==> src/rtl/fp_mantissa_mult_seq_pkg.sv <==
// Purpose : shared constants and FSM encoding for the FP32 significand multiply path.
// Latency : n/a (declarations only).
// Backpressure: n/a (declarations only).
package fp_mult_pkg;

  // Significand, exponent and raw product widths for single precision.
  localparam int MANT_W = 24;
  localparam int EXP_W  = 8;
  localparam int PROD_W = 2 * MANT_W;

  // FP32 field positions, shared with the unpack and rounding stages.
  localparam int FP32_W        = 32;
  localparam int FP32_SIGN_BIT = 31;
  localparam int FP32_EXP_MSB  = 30;
  localparam int FP32_EXP_LSB  = 23;
  localparam int FP32_FRAC_MSB = 22;
  localparam int FP32_FRAC_LSB = 0;
  localparam int FP32_EXP_BIAS = 127;

  // Raw-product bits the rounding stage looks at when bit 47 is clear.
  localparam int RND_NORM_BIT = PROD_W - 2;
  localparam int RND_MANT_MSB = PROD_W - 3;
  localparam int RND_MANT_LSB = MANT_W - 1;

  // Iterative multiplier controller states.
  typedef enum logic [1:0] {
    ST_IDLE = 2'd0,
    ST_RUN  = 2'd1,
    ST_DONE = 2'd2
  } mult_state_t;

endpackage : fp_mult_pkg

==> src/rtl/fp_mantissa_mult_seq_if.sv <==
// Purpose : request/result bundle between the unpack stage and the sequential multiplier.
// Latency : n/a (wires only).
// Backpressure: none; the requester watches busy and waits for the done pulse.
interface fp_mantissa_mult_seq_if #(
  parameter int MANT_W = fp_mult_pkg::MANT_W
);

  localparam int PROD_W = 2 * MANT_W;

  logic              start;
  logic [MANT_W-1:0] mant_a;
  logic [MANT_W-1:0] mant_b;
  logic              busy;
  logic              done;
  logic [PROD_W-1:0] product;

  // Requester side: issues operands, receives the product.
  modport master (
    output start,
    output mant_a,
    output mant_b,
    input  busy,
    input  done,
    input  product
  );

  // Multiplier side.
  modport slave (
    input  start,
    input  mant_a,
    input  mant_b,
    output busy,
    output done,
    output product
  );

endinterface : fp_mantissa_mult_seq_if

==> src/rtl/fp_mantissa_mult_seq.sv <==
// Purpose : radix-2 shift-add multiply of two significands into a full-width raw product.
// Latency : 26 cycles counting the accept cycle and the done cycle (1 accept + MANT_W RUN + 1 DONE).
// Backpressure: none; start is accepted only in IDLE, ignored (not queued) while busy.
module fp_mantissa_mult_seq #(
  parameter int MANT_W = fp_mult_pkg::MANT_W
) (
  input  logic                  clk,
  input  logic                  rst_n,
  fp_mantissa_mult_seq_if.slave bus
);

  import fp_mult_pkg::*;

  // Product width is tied to the significand width; never set on its own.
  localparam int PROD_W = 2 * MANT_W;
  localparam int CNT_W  = $clog2(MANT_W);
  localparam logic [CNT_W-1:0] LAST_CNT = CNT_W'(MANT_W - 1);

  mult_state_t       state_q,   state_d;
  logic [PROD_W-1:0] mcand_q,   mcand_d;
  logic [MANT_W-1:0] mplier_q,  mplier_d;
  logic [PROD_W-1:0] acc_q,     acc_d;
  logic [CNT_W-1:0]  cnt_q,     cnt_d;
  logic [PROD_W-1:0] product_q, product_d;
  logic              busy_q,    busy_d;
  logic              done_q,    done_d;

  // Next-state, datapath step and registered-output values for the controller.
  always_comb begin
    state_d   = state_q;
    mcand_d   = mcand_q;
    mplier_d  = mplier_q;
    acc_d     = acc_q;
    cnt_d     = cnt_q;
    product_d = product_q;
    busy_d    = 1'b0;
    done_d    = 1'b0;

    case (state_q)
      ST_IDLE: begin
        if (bus.start) begin
          mcand_d  = {{MANT_W{1'b0}}, bus.mant_a};
          mplier_d = bus.mant_b;
          acc_d    = '0;
          cnt_d    = '0;
          state_d  = ST_RUN;
          busy_d   = 1'b1;
        end
      end

      ST_RUN: begin
        busy_d = 1'b1;
        // One multiplier bit per cycle; zero operands still take every step
        // so the latency seen downstream is fixed.
        if (mplier_q[0]) begin
          acc_d = acc_q + mcand_q;
        end
        mcand_d  = mcand_q << 1;
        mplier_d = mplier_q >> 1;
        cnt_d    = cnt_q + CNT_W'(1);
        if (cnt_q == LAST_CNT) begin
          // Capture the final sum (including this cycle's add) as we enter DONE.
          state_d   = ST_DONE;
          product_d = acc_d;
          done_d    = 1'b1;
        end
      end

      ST_DONE: begin
        // A start seen here belongs to the busy window and is dropped.
        state_d = ST_IDLE;
      end

      default: begin
        state_d = ST_IDLE;
      end
    endcase
  end

  // State and datapath registers; reset discards any operation in flight.
  always_ff @(posedge clk) begin
    if (!rst_n) begin
      state_q   <= ST_IDLE;
      mcand_q   <= '0;
      mplier_q  <= '0;
      acc_q     <= '0;
      cnt_q     <= '0;
      product_q <= '0;
      busy_q    <= 1'b0;
      done_q    <= 1'b0;
    end else begin
      state_q   <= state_d;
      mcand_q   <= mcand_d;
      mplier_q  <= mplier_d;
      acc_q     <= acc_d;
      cnt_q     <= cnt_d;
      product_q <= product_d;
      busy_q    <= busy_d;
      done_q    <= done_d;
    end
  end

  assign bus.busy    = busy_q;
  assign bus.done    = done_q;
  assign bus.product = product_q;

endmodule : fp_mantissa_mult_seq
==> src/flat_wrapper.sv <==
// flat-port wrapper written by rule: the top's interface ports become plain ports
module fp_mantissa_mult_seq_flat import fp_mult_pkg::*;
#(
  parameter int MANT_W = fp_mult_pkg::MANT_W
)
  (clk, rst_n, bus_start, bus_mant_a, bus_mant_b, bus_busy, bus_done, bus_product);
  fp_mantissa_mult_seq_if #(.MANT_W(MANT_W)) bus_i ();
  input  logic clk;
  input  logic rst_n;
  input wire logic [$bits(bus_i.start)-1:0] bus_start;
  input wire logic [$bits(bus_i.mant_a)-1:0] bus_mant_a;
  input wire logic [$bits(bus_i.mant_b)-1:0] bus_mant_b;
  output wire logic [$bits(bus_i.busy)-1:0] bus_busy;
  output wire logic [$bits(bus_i.done)-1:0] bus_done;
  output wire logic [$bits(bus_i.product)-1:0] bus_product;
  assign bus_i.start = bus_start;
  assign bus_i.mant_a = bus_mant_a;
  assign bus_i.mant_b = bus_mant_b;
  assign bus_busy = bus_i.busy;
  assign bus_done = bus_i.done;
  assign bus_product = bus_i.product;
  fp_mantissa_mult_seq #(.MANT_W(MANT_W)) u_core (.clk(clk), .rst_n(rst_n), .bus(bus_i));
endmodule
==> config.mk <==
export PLATFORM = sky130hd
export DESIGN_NAME = fp_mantissa_mult_seq_flat
export DESIGN_NICKNAME = d
export VERILOG_FILES = /design/src/rtl/fp_mantissa_mult_seq_pkg.sv /design/src/rtl/fp_mantissa_mult_seq_if.sv /design/src/rtl/fp_mantissa_mult_seq.sv /design/src/flat_wrapper.sv
export SDC_FILE = /design/constraint.sdc
export NUM_CORES = 1
export LEC_CHECK = 0
export ABC_CLOCK_PERIOD_IN_PS = 3100
export BUFFER_PORTS_ARGS = -buffer_cell sky130_fd_sc_hd__buf_2
export CORE_MARGIN = 5
export CORE_UTILIZATION = 60
export CTS_CLUSTER_SIZE = 30
export DETAILED_ROUTE_END_ITERATION = 10
export PLACE_DENSITY = 0.81
export SLEW_MARGIN = 20
export SYNTH_ARGS = -nofsm -noshare
export SYNTH_HDL_FRONTEND = slang
export SYNTH_SLANG_ARGS = --single-unit
==> constraint.sdc <==
create_clock -name clk -period 3.1 [get_ports clk]
set_input_delay 0.62 -clock clk [delete_from_list [all_inputs] [get_ports clk]]
set_output_delay 0.62 -clock clk [all_outputs]
set_load 0.1 [all_outputs]
; After elaboration in Yosys (flattened, before gate mapping)
; Index checks and enable logic that the tools add are counted.
[totals]
ff_bits = 177
inputBits = 51
out_inout_bits = 50
elab_cells = 35
[classes]
n_addsub = 2
n_eq_ne = 4
n_mux = 15
n_reduce_logical = 6
[op_table]
columns = cell, n
row1 = $pmux W48 S2, 2
row2 = $mux W48, 3
row3 = $add A48 B48 Y48, 1
row4 = $pmux W24 S2, 1
row5 = $mux W24, 1
row6 = $pmux W5 S2, 1
row7 = $reduce_and A2 Y1, 4
row8 = $add A5 B1 Y5 const B, 1
row9 = $eq A5 B5 Y1 const B, 1
row10 = $mux W5, 1
row11 = $mux W2, 2
row12 = $pmux W2 S2, 1
row13 = $eq A2 B1 Y1 const B, 1
row14 = $logic_not A2 Y1, 1
row15 = $mux W1, 2
row16 = $ne A2 B1 Y1 const B, 1
row17 = $ne A2 B2 Y1 const B, 1
row18 = $pmux W1 S2, 1
row19 = $reduce_bool A2 Y1, 1

; Logic depth before layout (Yosys ltp)
; Gate-level depths: netlist of run 1.
[depth]
word_depth = 3
ltp_mapped = 11
ltp_nobuf = 10

; Worst setup path after synthesis of run 1
; No wires, ideal clock.
[synth_timing]
path_kind = register to register
startpoint = register u_core.acc_q[0]
endpoint = register u_core.product_q[38], in the netlist u_core.bus.product[38]
setup_time_ps = 71
arrival_time_ps = 2638
required_time_ps = 3029
slack_ps = 391
path_stages_with_launch = 11
n_path_buf = 0
synth_period_minus_slack_ps = 2709
path_cell_list = dfxtp_1 -> ha_1 -> fa_1 -> a21o_1 -> a221oi_2 -> a211oi_2 -> o31ai_2 -> nand2_1 -> a21oi_2 -> mux2_2 -> a21oi_1
[synth_via]
elab_chain_cells = 2
[synth_rtl]
columns = item, line_no
row1 = from (decl), fp_mantissa_mult_seq.sv:22  ; logic [PROD_W-1:0] acc_q, acc_d;
row2 = from (signal assigned), fp_mantissa_mult_seq.sv:86  ; acc_q <= '0;
row3 = from (signal assigned), fp_mantissa_mult_seq.sv:95  ; acc_q <= acc_d;
row4 = $add A48 B48 Y48, fp_mantissa_mult_seq.sv:56  ; acc_d = acc_q + mcand_q;
row5 = $mux W48, fp_mantissa_mult_seq.sv:55  ; if (mplier_q[0]) begin
row6 = to (signal assigned), fp_mantissa_mult_seq.sv:97  ; product_q <= product_d;
row7 = to (decl), fp_mantissa_mult_seq.sv:24  ; logic [PROD_W-1:0] product_q, product_d;
; Every way passes these cells.
; A chain may end at the register's enable or synchronous reset.

; Final worst setup path of run 1
[layout_timing]
startpoint = register u_core.mcand_q[0]
endpoint = register u_core.acc_q[36]
[layout_via]
elab_chain_cells = 3
[layout_rtl]
columns = item, line_no
row1 = from (decl), fp_mantissa_mult_seq.sv:20  ; logic [PROD_W-1:0] mcand_q, mcand_d;
row2 = from (signal assigned), fp_mantissa_mult_seq.sv:93  ; mcand_q <= mcand_d;
row3 = $add A48 B48 Y48, fp_mantissa_mult_seq.sv:56
row4 = $mux W48, fp_mantissa_mult_seq.sv:55
row5 = $pmux W48 S2, fp_mantissa_mult_seq.sv:39  ; case (state_q)
; Every way passes these cells.

==> results.sh, run 1 <==
export IMPL_outcome="finished clean"
export IMPL_crit_required_ns=3.40
export IMPL_mostFrequentLayoutCells="176 x dfxtp_1, 175 x nand2_1, 159 x nor2_1"
export IMPL_hold_viol_final=0
export IMPL_dr_first_iter_drc_count=969
export IMPL_hold_path_class="input port to register"
export IMPL_clk_pin_slew_worst_paths_ns=0.07
export IMPL_first_pass_iters=6
export IMPL_clock_sinks=177
export IMPL_post_drt_wl_per_cell_um=18.09
export IMPL_rsz0062_at_grt="no"
export IMPL_cts_tree="done"
export IMPL_cp_max_fo=4
export IMPL_grt_pass1_vias=8701
export IMPL_wl_met2_um=12670
export IMPL_fin_crit_sh_pct=94.45
export IMPL_num_antenna_cells=0
export IMPL_cp_slowest_stage_delay_ns=0.42
export IMPL_htree_levels=4
export IMPL_synth_area_mm2=0.009809
export IMPL_max_cap_violations=0
export IMPL_final_cells=1509
export IMPL_fin_skew_ns=0.009119
export IMPL_clockBufferDepth=2
export IMPL_drtAntennaViolNets=0
export IMPL_vias=9424
export IMPL_yosys_most_used_dff="dfxtp_1"
export IMPL_grt_pass1_wl_um=44120
export IMPL_synth_fp_nets=1329
export IMPL_cts_made_buffers=17
export IMPL_wl_um=27300
export IMPL_topRoutingLayerUsed="met4"
export IMPL_viasPerCell=6.245
export IMPL_grt_max_degree=97
export IMPL_ios=101
export IMPL_dp_cells=1476
export IMPL_p_per_area_mw_per_mm2=476.4
export IMPL_grt_usage_pct=29.04
export IMPL_fillCellCount=1362
export IMPL_crit_buf_inv=0
export IMPL_clock_fmax_mhz=341.5
export IMPL_holdBufCountCts=0
export IMPL_power_total_mw=5.269
export IMPL_crit_top_cell="o21ai_0"
export IMPL_yosysUniqueCellTypes=79
export IMPL_synth_avg_cell_area_um2=7.982
export IMPL_cp_cell_sequence="ha_2 > fa_1 > a21o_1 > a221o_1 > o2111ai_2 > nand4_1 > a21oi_2 > o21ai_0 > xnor2_1 > o21ai_0"
export IMPL_cp_arrival_ns=3.23
export IMPL_io_buffers=100
export IMPL_gp_congestion=0.9781
export IMPL_critPathKind="register to register"
export IMPL_setup_tns_final_ns=0
export IMPL_slew_limit_headroom_pct=31.29
export IMPL_die_y_um=137.9
export IMPL_antenna_found_initial=0
export IMPL_die_area_mm2=0.01901
export IMPL_cp_start_kind="register"
export IMPL_start_util_pct=61.53
export IMPL_drcViolationCount=0
export IMPL_endpoint_kind="register"
export IMPL_synth_warning_count=0
export IMPL_synth_edf_count=0
export IMPL_clockRootBuffer="clkbuf_16"
export IMPL_slowest_stage="fa_1"
export IMPL_overflow=0
export IMPL_ys_seq_area_share_pct=36.12
export IMPL_final_common_cell="dfxtp_1"
export IMPL_final_layout_size_suffix_gt1_share_pct=15.08
export IMPL_fp_dieW_um=137.9
export IMPL_ir_drop_mv=0.3947
export IMPL_utilization_pct=69.38
export IMPL_worst_pin_slew_ns=1.027
export IMPL_m1WireLength_um=12270
export IMPL_synthCells=1229
export IMPL_area_growth_syn_to_layout_pct=12.76
export IMPL_p_leak_nw=4.499
export IMPL_wl_met3_um=1791
export IMPL_layout_min_cycle_time_ns=2.928
export IMPL_design_core_area_mm2=0.01594
export IMPL_crit_family="compound AO/OA/AOI/OAI gates"
export IMPL_synth_seq_cells=177
export IMPL_clkLatencyLatePin_ns=0.44
export IMPL_timing_final_max_slew_violations=0
export IMPL_synth_top_area_share_pct=36.12
export IMPL_rows=46
export IMPL_dp_hpwl_um=19300
export IMPL_rrSetupSlack_ns=0.17
export IMPL_async_flop_share_pct=0
export IMPL_fin_nets=1380
export IMPL_synth_top_area_cell="dfxtp_1"
export IMPL_finalSetupViolations=0
export IMPL_synth_area_leaders="dfxtp_1 36%, nand2_1 6.7%, ha_1 6.1%, nor2_1 6.1%, a21oi_1 5.6%"
power by group:
part           internal (mW)  switching [mW]
Combinational          0.170           0.331
Clock                   1.41           0.970
Sequential              2.34          0.0517
Total                   3.92            1.35
routing by layer:
| metal | track usage [%] | vias to the layer above |
|---|---|---|
| met4 | 9.605 | 0 |
| li1 | - | 4575 |
| met1 | 39.65 | 4464 |
| met2 | 47.13 | 343 |
| met3 | 4.536 | 42 |
| met5 | 0 | - |
cell usage after synthesis (4+ instances only):
cell type,count
buf_2,6
clkbuf_1,67
a22o_1,8
mux2i_1,18
or3_1,9
a21oi_1,109
nand4_1,16
a22oi_1,37
o21ai_1,7
nand3_1,11
a31oi_1,12
o211ai_1,5
xnor2_1,28
nand2b_1,4
o21ai_0,77
o21bai_1,12
a21o_1,16
nand2_1,176
and2_1,4
ha_1,48
a211oi_1,23
a211o_1,4
xor2_1,16
dfxtp_1,177
a2bb2oi_1,4
nor3_1,19
and4_1,8
buf_1,9
a311oi_1,54
inv_1,14
nor2_1,160
cells by family (layout without fill, tap and decap cells):
logic type	Yosys count	in the layout	share of synthesized area, %
compound gates	408	408	28.07
xor+xnor	44	44	3.929
fa+ha+maj	49	49	6.327
buf+inv	105	169	4.745
flops	177	177	36.12
mux	20	20	2.105
simple gates	426	426	18.70
stage by stage:
step / setup WS [ns] / area (um^2) / hold slack (ns)
6_report: 0.1721 / 11060 / 0.4410
5_1_grt: 0.006197 / 11060 / 0.4415
4_1_cts: 0.08069 / 11020 / 0.4272
3_5_place_dp: 0.09686 / 10370 / 0.4498
3_3_place_gp: 0.2378 / 10370 / 0.4429
2_1_floorplan: 0.3915 / 9809 / 0.4397
flip-flops by register name, summed over array words and instances, names as in the netlist:
signal and cells:
u_core.bus.product 48, u_core.bus.busy 1, u_core.mplier_q 24, u_core.mcand_q 48, u_core.cnt_q 5, u_core.bus.done 1, u_core.acc_q 48, u_core.state_q 2
worst reg2reg max path, cell delays in order, from the launching register on:
cell	delay [ns]
dfxtp_1	0.35
ha_2	0.22
fa_1	0.42
a21o_1	0.23
a221o_1	0.35
o2111ai_2	0.27
nand4_1	0.26
a21oi_2	0.27
o21ai_0	0.12
xnor2_1	0.21
o21ai_0	0.10
path summary, 6_finish.rpt:
kind | startpoint | end | cells after the start
worst max register to register | u_core.mcand_q[0] | u_core.acc_q[36] | 10
worst max-delay path | u_core.mcand_q[0] | u_core.acc_q[36] | 10
worst min-delay path | bus_mant_b[16] | u_core.mplier_q[16] | 3
worst min register to register | u_core.bus.product[2] | u_core.bus.product[2] | 2
cell type report:
type                            count  area [um^2]  share of cell area [%]
Multi-Input combinational cell    947         5856                   52.94
Sequential cell                   177         3545                   32.05
Timing Repair Buffer              123        685.7                   6.199
Clock buffer                       19        452.9                   4.095
Tap cell                          216        270.3                   2.443
Clock inverter                     13        197.7                   1.787
Inverter                           14        53.80                  0.4864
what timing repair did:
item	in CTS	in global routing
buffers inserted	0	1
endpoints found under the setup margin	0	6
resized for setup	0	6
Power figures use the tool's default switching activity.
==> inputs of run 2 (changes only) <==
--- a/config.mk
+++ b/config.mk
@@ -11,7 +11,7 @@
 export CORE_UTILIZATION = 60
 export CTS_CLUSTER_SIZE = 30
 export DETAILED_ROUTE_END_ITERATION = 10
-export PLACE_DENSITY = 0.81
+export PLACE_DENSITY = 0.91
 export SLEW_MARGIN = 20
 export SYNTH_ARGS = -nofsm -noshare
 export SYNTH_HDL_FRONTEND = slang
==> results.sh, run 2 (synthesis gave the netlist of run 1 again) <==
export IMPL_die_y_um=137.9
export IMPL_rows=46
export IMPL_vias=9407
export IMPL_layout_min_cycle_time_ns=2.950
export IMPL_grt_pass1_vias=8765
export IMPL_clockBufferDepth=2
export IMPL_fp_dieW_um=137.9
export IMPL_worst_pin_slew_ns=0.9029
export IMPL_first_pass_iters=5
export IMPL_cp_start_kind="register"
export IMPL_cp_arrival_ns=3.31
export IMPL_slowest_stage="fa_1"
export IMPL_clockRootBuffer="clkbuf_16"
export IMPL_clkLatencyLatePin_ns=0.43
export IMPL_overflow=0
export IMPL_whs_ns=0.4481
export IMPL_rrSetupSlack_ns=0.15
export IMPL_cp_max_fo=4
export IMPL_num_antenna_cells=0
export IMPL_viasPerCell=6.234
export IMPL_post_drt_wl_per_cell_um=18.28
export IMPL_post_cts_setup_buffers=0
export IMPL_layout_setup_ws_ns=0.1504
export IMPL_critPathKind="register to register"
export IMPL_grt_pass1_wl_um=44020
export IMPL_cts_made_buffers=17
export IMPL_ctsResizeCount=0
export IMPL_post_place_ws_ns=0.08966
export IMPL_die_area_mm2=0.01901
export IMPL_drtAntennaViolNets=0
export IMPL_rr_endpoint="u_core.bus.product[38]"
export IMPL_holdBufCountCts=0
export IMPL_ios=101
export IMPL_mostFrequentLayoutCells="176 x dfxtp_1, 175 x nand2_1, 159 x nor2_1"
export IMPL_endpoint_kind="register"
export IMPL_htree_levels=4
export IMPL_grt_max_degree=97
export IMPL_fin_crit_sh_pct=95.15
export IMPL_crit_required_ns=3.46
export IMPL_clock_fmax_mhz=339.0
export IMPL_io_buffers=100
export IMPL_wl_um=27580
export IMPL_gp_congestion=0.9752
export IMPL_dr_first_iter_drc_count=921
export IMPL_final_common_cell="dfxtp_1"
export IMPL_cts_tree="done"
export IMPL_cp_cell_sequence="ha_1 > fa_1 > a21o_1 > a221oi_4 > a211oi_2 > o31ai_4 > nand2_2 > a21oi_2 > mux2_2 > a21oi_1"
export IMPL_finalSetupViolations=0
export IMPL_ff2ff_path_depth=10
export IMPL_reg2reg_from="u_core.mcand_q[0]"
export IMPL_area_growth_syn_to_layout_pct=12.37
export IMPL_hold_viol_final=0
export IMPL_drcViolationCount=0
export IMPL_hold_path_end="u_core.mplier_q[15]"
export IMPL_start_util_pct=61.53
export IMPL_final_layout_size_suffix_gt1_share_pct=14.77
export IMPL_outcome="finished clean"
export IMPL_dp_hpwl_um=19770
export IMPL_clk_pin_slew_worst_paths_ns=0.07
export IMPL_antenna_found_initial=0
export IMPL_hold_start="bus_mant_b[15]"
export IMPL_min_path_cells=3
export IMPL_ir_drop_mv=0.3952
export IMPL_cp_slowest_stage_delay_ns=0.42
export IMPL_fin_skew_ns=0.01430
export IMPL_slew_limit_headroom_pct=39.81
export IMPL_design_core_area_mm2=0.01594
export IMPL_timing_final_max_slew_violations=0
export IMPL_p_per_area_mw_per_mm2=460.0
export IMPL_hold_path_class="input port to register"
export IMPL_grt_usage_pct=29.02
export IMPL_clock_sinks=177
export IMPL_fin_nets=1382
export IMPL_max_cap_violations=0
export IMPL_p_leak_nw=4.491
export IMPL_fillCellCount=1268
-- run 2: cell count changes in the layout (fill, tap and decap cells not counted), moves of 2 or more --
cell	delta
buf_12	+2
clkbuf_1	+3
clkinv_2	+2
inv_6	-2
-- run 2: critical path, delay by kind of cell (launching register included) --
kind	cells	cell delay [ns]
AO/OA/AOI/OAI	6	1.35
adder cells (fa/ha/maj)	2	0.66
multiplexers	1	0.36
flip-flops	1	0.34
AND/OR/NAND/NOR	1	0.15
-- run 2: metrics by stage --
step | instances | instance area (um^2) | total power [mW] | util, % | TNS, ns
5_1_grt | 1509 | 11020 | 5.231 | 69.14 | -0.002377
4_1_cts | 1509 | 11000 | 5.069 | 68.98 | 0
3_3_place_gp | 1479 | 10410 | 2.923 | 65.32 | 0
2_1_floorplan | 1229 | 9809 | 2.783 | - | 0
6_report | 1509 | 11020 | 5.071 | 69.14 | 0
3_5_place_dp | 1479 | 10410 | 2.936 | 65.32 | 0
-- run 2: worst max path at each step --
stage / start / cells after the start / endpoint / slack [ns]
after floorplan: u_core.acc_q[0] / 10 / u_core.bus.product[38] / 0.39
after global placement: u_core.mcand_q[0] / 10 / u_core.bus.product[38] / 0.17
after detailed placement: u_core.mcand_q[0] / 10 / u_core.bus.product[38] / 0.09
after CTS: u_core.mcand_q[0] / 10 / u_core.bus.product[38] / 0.06
after global routing: u_core.mcand_q[0] / 10 / u_core.bus.product[38] / -0.002
final: u_core.mcand_q[0] / 10 / u_core.bus.product[38] / 0.15
-- run 2: where the power goes --
part | internal [mW] | total, mW | switching, mW
clock network | 1.28 | 2.17 | 0.888
logic | 0.173 | 0.508 | 0.335
registers | 2.34 | 2.39 | 0.0556
-- run 2: final cells by class --
cell class,count,area (um^2),share of cell area [%]
clock buffers,21,450.4,4.086
clock inverters,9,132.6,1.203
inverters,14,53.80,0.4881
multi-input cells,947,5846,53.03
flip-flops and latches,177,3545,32.16
well taps,216,270.3,2.452
repair buffers,125,725.7,6.583
-- run 2: per-layer routing --
metal / up-vias / wire [um] / global-route usage (%)
met3: 53 / 2040 / 6.821
met2: 374 / 12960 / 47.75
met1: 4414 / 11970 / 38.24
met5: - / 0 / 0
li1: 4566 / - / -
met4: 0 / 613 / 8.178
==> inputs of run 3 (changes only) <==
--- a/config.mk
+++ b/config.mk
@@ -5,13 +5,13 @@
 export SDC_FILE = /design/constraint.sdc
 export NUM_CORES = 1
 export LEC_CHECK = 0
-export ABC_CLOCK_PERIOD_IN_PS = 3100
+export ABC_AREA = 1
+export ABC_CLOCK_PERIOD_IN_PS = 2710
 export BUFFER_PORTS_ARGS = -buffer_cell sky130_fd_sc_hd__buf_2
 export CORE_MARGIN = 5
-export CORE_UTILIZATION = 60
-export CTS_CLUSTER_SIZE = 30
+export CORE_UTILIZATION = 55
 export DETAILED_ROUTE_END_ITERATION = 10
-export PLACE_DENSITY = 0.91
+export PLACE_DENSITY = 0.87
 export SLEW_MARGIN = 20
 export SYNTH_ARGS = -nofsm -noshare
 export SYNTH_HDL_FRONTEND = slang
==> constraint.sdc (replaced) <==
create_clock -name clk -period 2.71 [get_ports clk]
set_input_delay 0.542 -clock clk [delete_from_list [all_inputs] [get_ports clk]]
set_output_delay 0.542 -clock clk [all_outputs]
set_load 0.1 [all_outputs]
==> results.sh, run 3 <==
export IMPL_io_buffers=100
export IMPL_dp_hpwl_um=25970
export IMPL_setup_tns_final_ns=0
export IMPL_rsz0062_at_grt="no"
export IMPL_dr_first_iter_drc_count=1117
export IMPL_p_clk_share_pct=42.1
export IMPL_met3_usage_pct=5.142
export IMPL_outcome="finished clean"
export IMPL_ios=101
export IMPL_power_total_mw=6.490
export IMPL_cp_arrival_ns=2.84
export IMPL_synth_seq_cells=177
export IMPL_slew_limit_headroom_pct=39.81
export IMPL_cts_made_buffers=17
export IMPL_clock_sinks=177
export IMPL_combPwrFrac_pct=15.1
export IMPL_gp_congestion=0.9796
export IMPL_synth_top_area_cell="dfxtp_1"
export IMPL_synth_warning_count=0
export IMPL_clock_fmax_mhz=400.7
export IMPL_clockBufferDepth=2
export IMPL_ff2ff_path_depth=14
export IMPL_switching_share_pct=30.86
export IMPL_grt_pass1_vias=10950
export IMPL_synthCells=1894
export IMPL_ys_seq_area_share_pct=29.77
export IMPL_placed_cell_area_mm2=0.01263
export IMPL_ctsResizeCount=0
export IMPL_holdBufCountCts=0
export IMPL_num_antenna_cells=0
export IMPL_viasPerCell=5.301
export IMPL_ys_top_cells_by_count="595 x nand2_1, 296 x inv_1, 177 x dfxtp_1"
export IMPL_final_cells=2247
export IMPL_layout_min_cycle_time_ns=2.495
export IMPL_post_drt_wl_per_cell_um=15.29
export IMPL_clockRootBuffer="clkbuf_16"
export IMPL_cp_start_kind="register"
export IMPL_async_flop_share_pct=0
export IMPL_grt_met2_usage_pct=44.07
export IMPL_fin_nets=2059
export IMPL_p_leak_nw=6.436
export IMPL_post_cts_setup_buffers=0
export IMPL_hold_viol_final=0
export IMPL_clkLatencyLatePin_ns=0.44
export IMPL_start_util_pct=56.27
export IMPL_ir_drop_mv=0.4414
export IMPL_synth_top_area_share_pct=29.77
export IMPL_synth_area_leaders="dfxtp_1 30%, nand2_1 19%, inv_1 9.3%, a211oi_1 5.4%, ha_1 5.0%"
export IMPL_design_core_area_mm2=0.02115
export IMPL_max_cap_violations=0
export IMPL_rows=53
export IMPL_drcViolationCount=0
export IMPL_final_common_cell="nand2_1"
export IMPL_stdcell_area_mm2=0.01329
export IMPL_drtAntennaViolNets=0
export IMPL_p_per_area_mw_per_mm2=488.3
export IMPL_busiest_layer="met2"
export IMPL_fin_crit_sh_pct=92.08
export IMPL_grt_pass1_wl_um=55860
export IMPL_critPathKind="register to register"
export IMPL_fin_skew_ns=0.01290
export IMPL_crit_required_ns=3.06
export IMPL_finalSetupViolations=0
export IMPL_antenna_found_initial=2
export IMPL_grt_max_degree=75
export IMPL_synth_avg_cell_area_um2=6.285
export IMPL_power_switching_mw=2.003
export IMPL_fp_dieW_um=157.1
export IMPL_timing_final_max_slew_violations=0
export IMPL_endpoint_kind="register"
export IMPL_final_layout_size_suffix_gt1_share_pct=16.23
export IMPL_power_internal_mw=4.487
export IMPL_area_growth_syn_to_layout_pct=11.65
export IMPL_min_path_cells=3
export IMPL_die_y_um=157.1
export IMPL_overflow=0
export IMPL_yosys_most_used_dff="dfxtp_1"
export IMPL_fillCellCount=1977
export IMPL_yosysUniqueCellTypes=42
export IMPL_grtUsageMet1_pct=40.48
export IMPL_synth_edf_count=0
export IMPL_mostFrequentLayoutCells="595 x nand2_1, 295 x inv_1, 176 x dfxtp_1"
export IMPL_whs_ns=0.3639
export IMPL_hold_path_class="input port to register"
export IMPL_first_pass_iters=8
export IMPL_dp_cells=2215
export IMPL_clk_pin_slew_worst_paths_ns=0.08
export IMPL_grt_usage_pct=28.22
export IMPL_cp_max_fo=4
export IMPL_synth_fp_nets=1994
export IMPL_yosysMostFrequentCell="nand2_1"
export IMPL_synth_area_mm2=0.01190
export IMPL_power_share_sequential_pct=42.8
export IMPL_die_area_mm2=0.02469
export IMPL_worst_pin_slew_ns=0.9028
export IMPL_wl_um=34350
export IMPL_cts_tree="done"
export IMPL_htree_levels=4
export IMPL_vias=11910
==> run 3: cells by family after synthesis <==
| logic type | Yosys count | share of synthesized area [%] |
|---|---|---|
| xor+xnor | 20 | 1.471 |
| flops | 177 | 29.77 |
| compound gates | 261 | 13.51 |
| fa+ha+maj | 49 | 5.213 |
| buf+inv | 392 | 12.88 |
| simple gates | 995 | 37.17 |
==> run 3: worst paths after layout <==
check | to | start | slack (ns)
max | u_core.bus.product[44] | u_core.acc_q[0] | 0.21
min | u_core.mplier_q[23] | bus_mant_b[23] | 0.36
max reg2reg | u_core.bus.product[44] | u_core.acc_q[0] | 0.21
min reg2reg | u_core.mplier_q[22] | u_core.mplier_q[22] | 0.46
==> run 3: power by group through the flow <==
stage / clock network, mW / logic (mW) / registers, mW
after floorplan: 0 / 0.726 / 2.81
after global placement: 0 / 0.951 / 2.83
after detailed placement: 0 / 0.967 / 2.83
after CTS: 2.75 / 0.974 / 2.77
after global routing: 2.88 / 1.08 / 2.78
final: 2.73 / 0.982 / 2.77
==> run 3: final cells by class <==
| type | count | area [um^2] | area share (%) |
|---|---|---|---|
| Sequential cell | 177 | 3545 | 26.67 |
| Clock buffer | 17 | 425.4 | 3.201 |
| Timing Repair Buffer | 119 | 705.7 | 5.310 |
| Clock inverter | 15 | 232.7 | 1.751 |
| Multi-Input combinational cell | 1325 | 6838 | 51.45 |
| Inverter | 319 | 1200 | 9.028 |
| Tap cell | 275 | 344.1 | 2.589 |
==> run 3: worst max-delay path: stages, from the launching register on <==
cell and delay [ns]:
dfxtp_1 0.33, ha_1 0.27, fa_1 0.47, nand3_1 0.12, nand3_2 0.14, nand3_1 0.10, nand3_1 0.21, nand2_1 0.25
nand3_1 0.10, nand2_1 0.08, nand3_2 0.08, nand2_1 0.08, nand2_1 0.05, nand2_1 0.07, inv_1 0.03
==> run 3: stage by stage <==
stage	worst slack [ns]	util, %
floorplan	0.7367	-
global placement	0.2832	59.71
detailed placement	0.2871	59.71
CTS	0.2502	62.83
global route	0.06836	62.83
finish	0.2145	62.83
==> run 3: layer usage <==
layer,vias to the layer above,part of all wire [%]
met3,58,8.2
met1,5393,46
met4,2,2.2
met2,421,44
li1,6038,-
met5,-,0.020
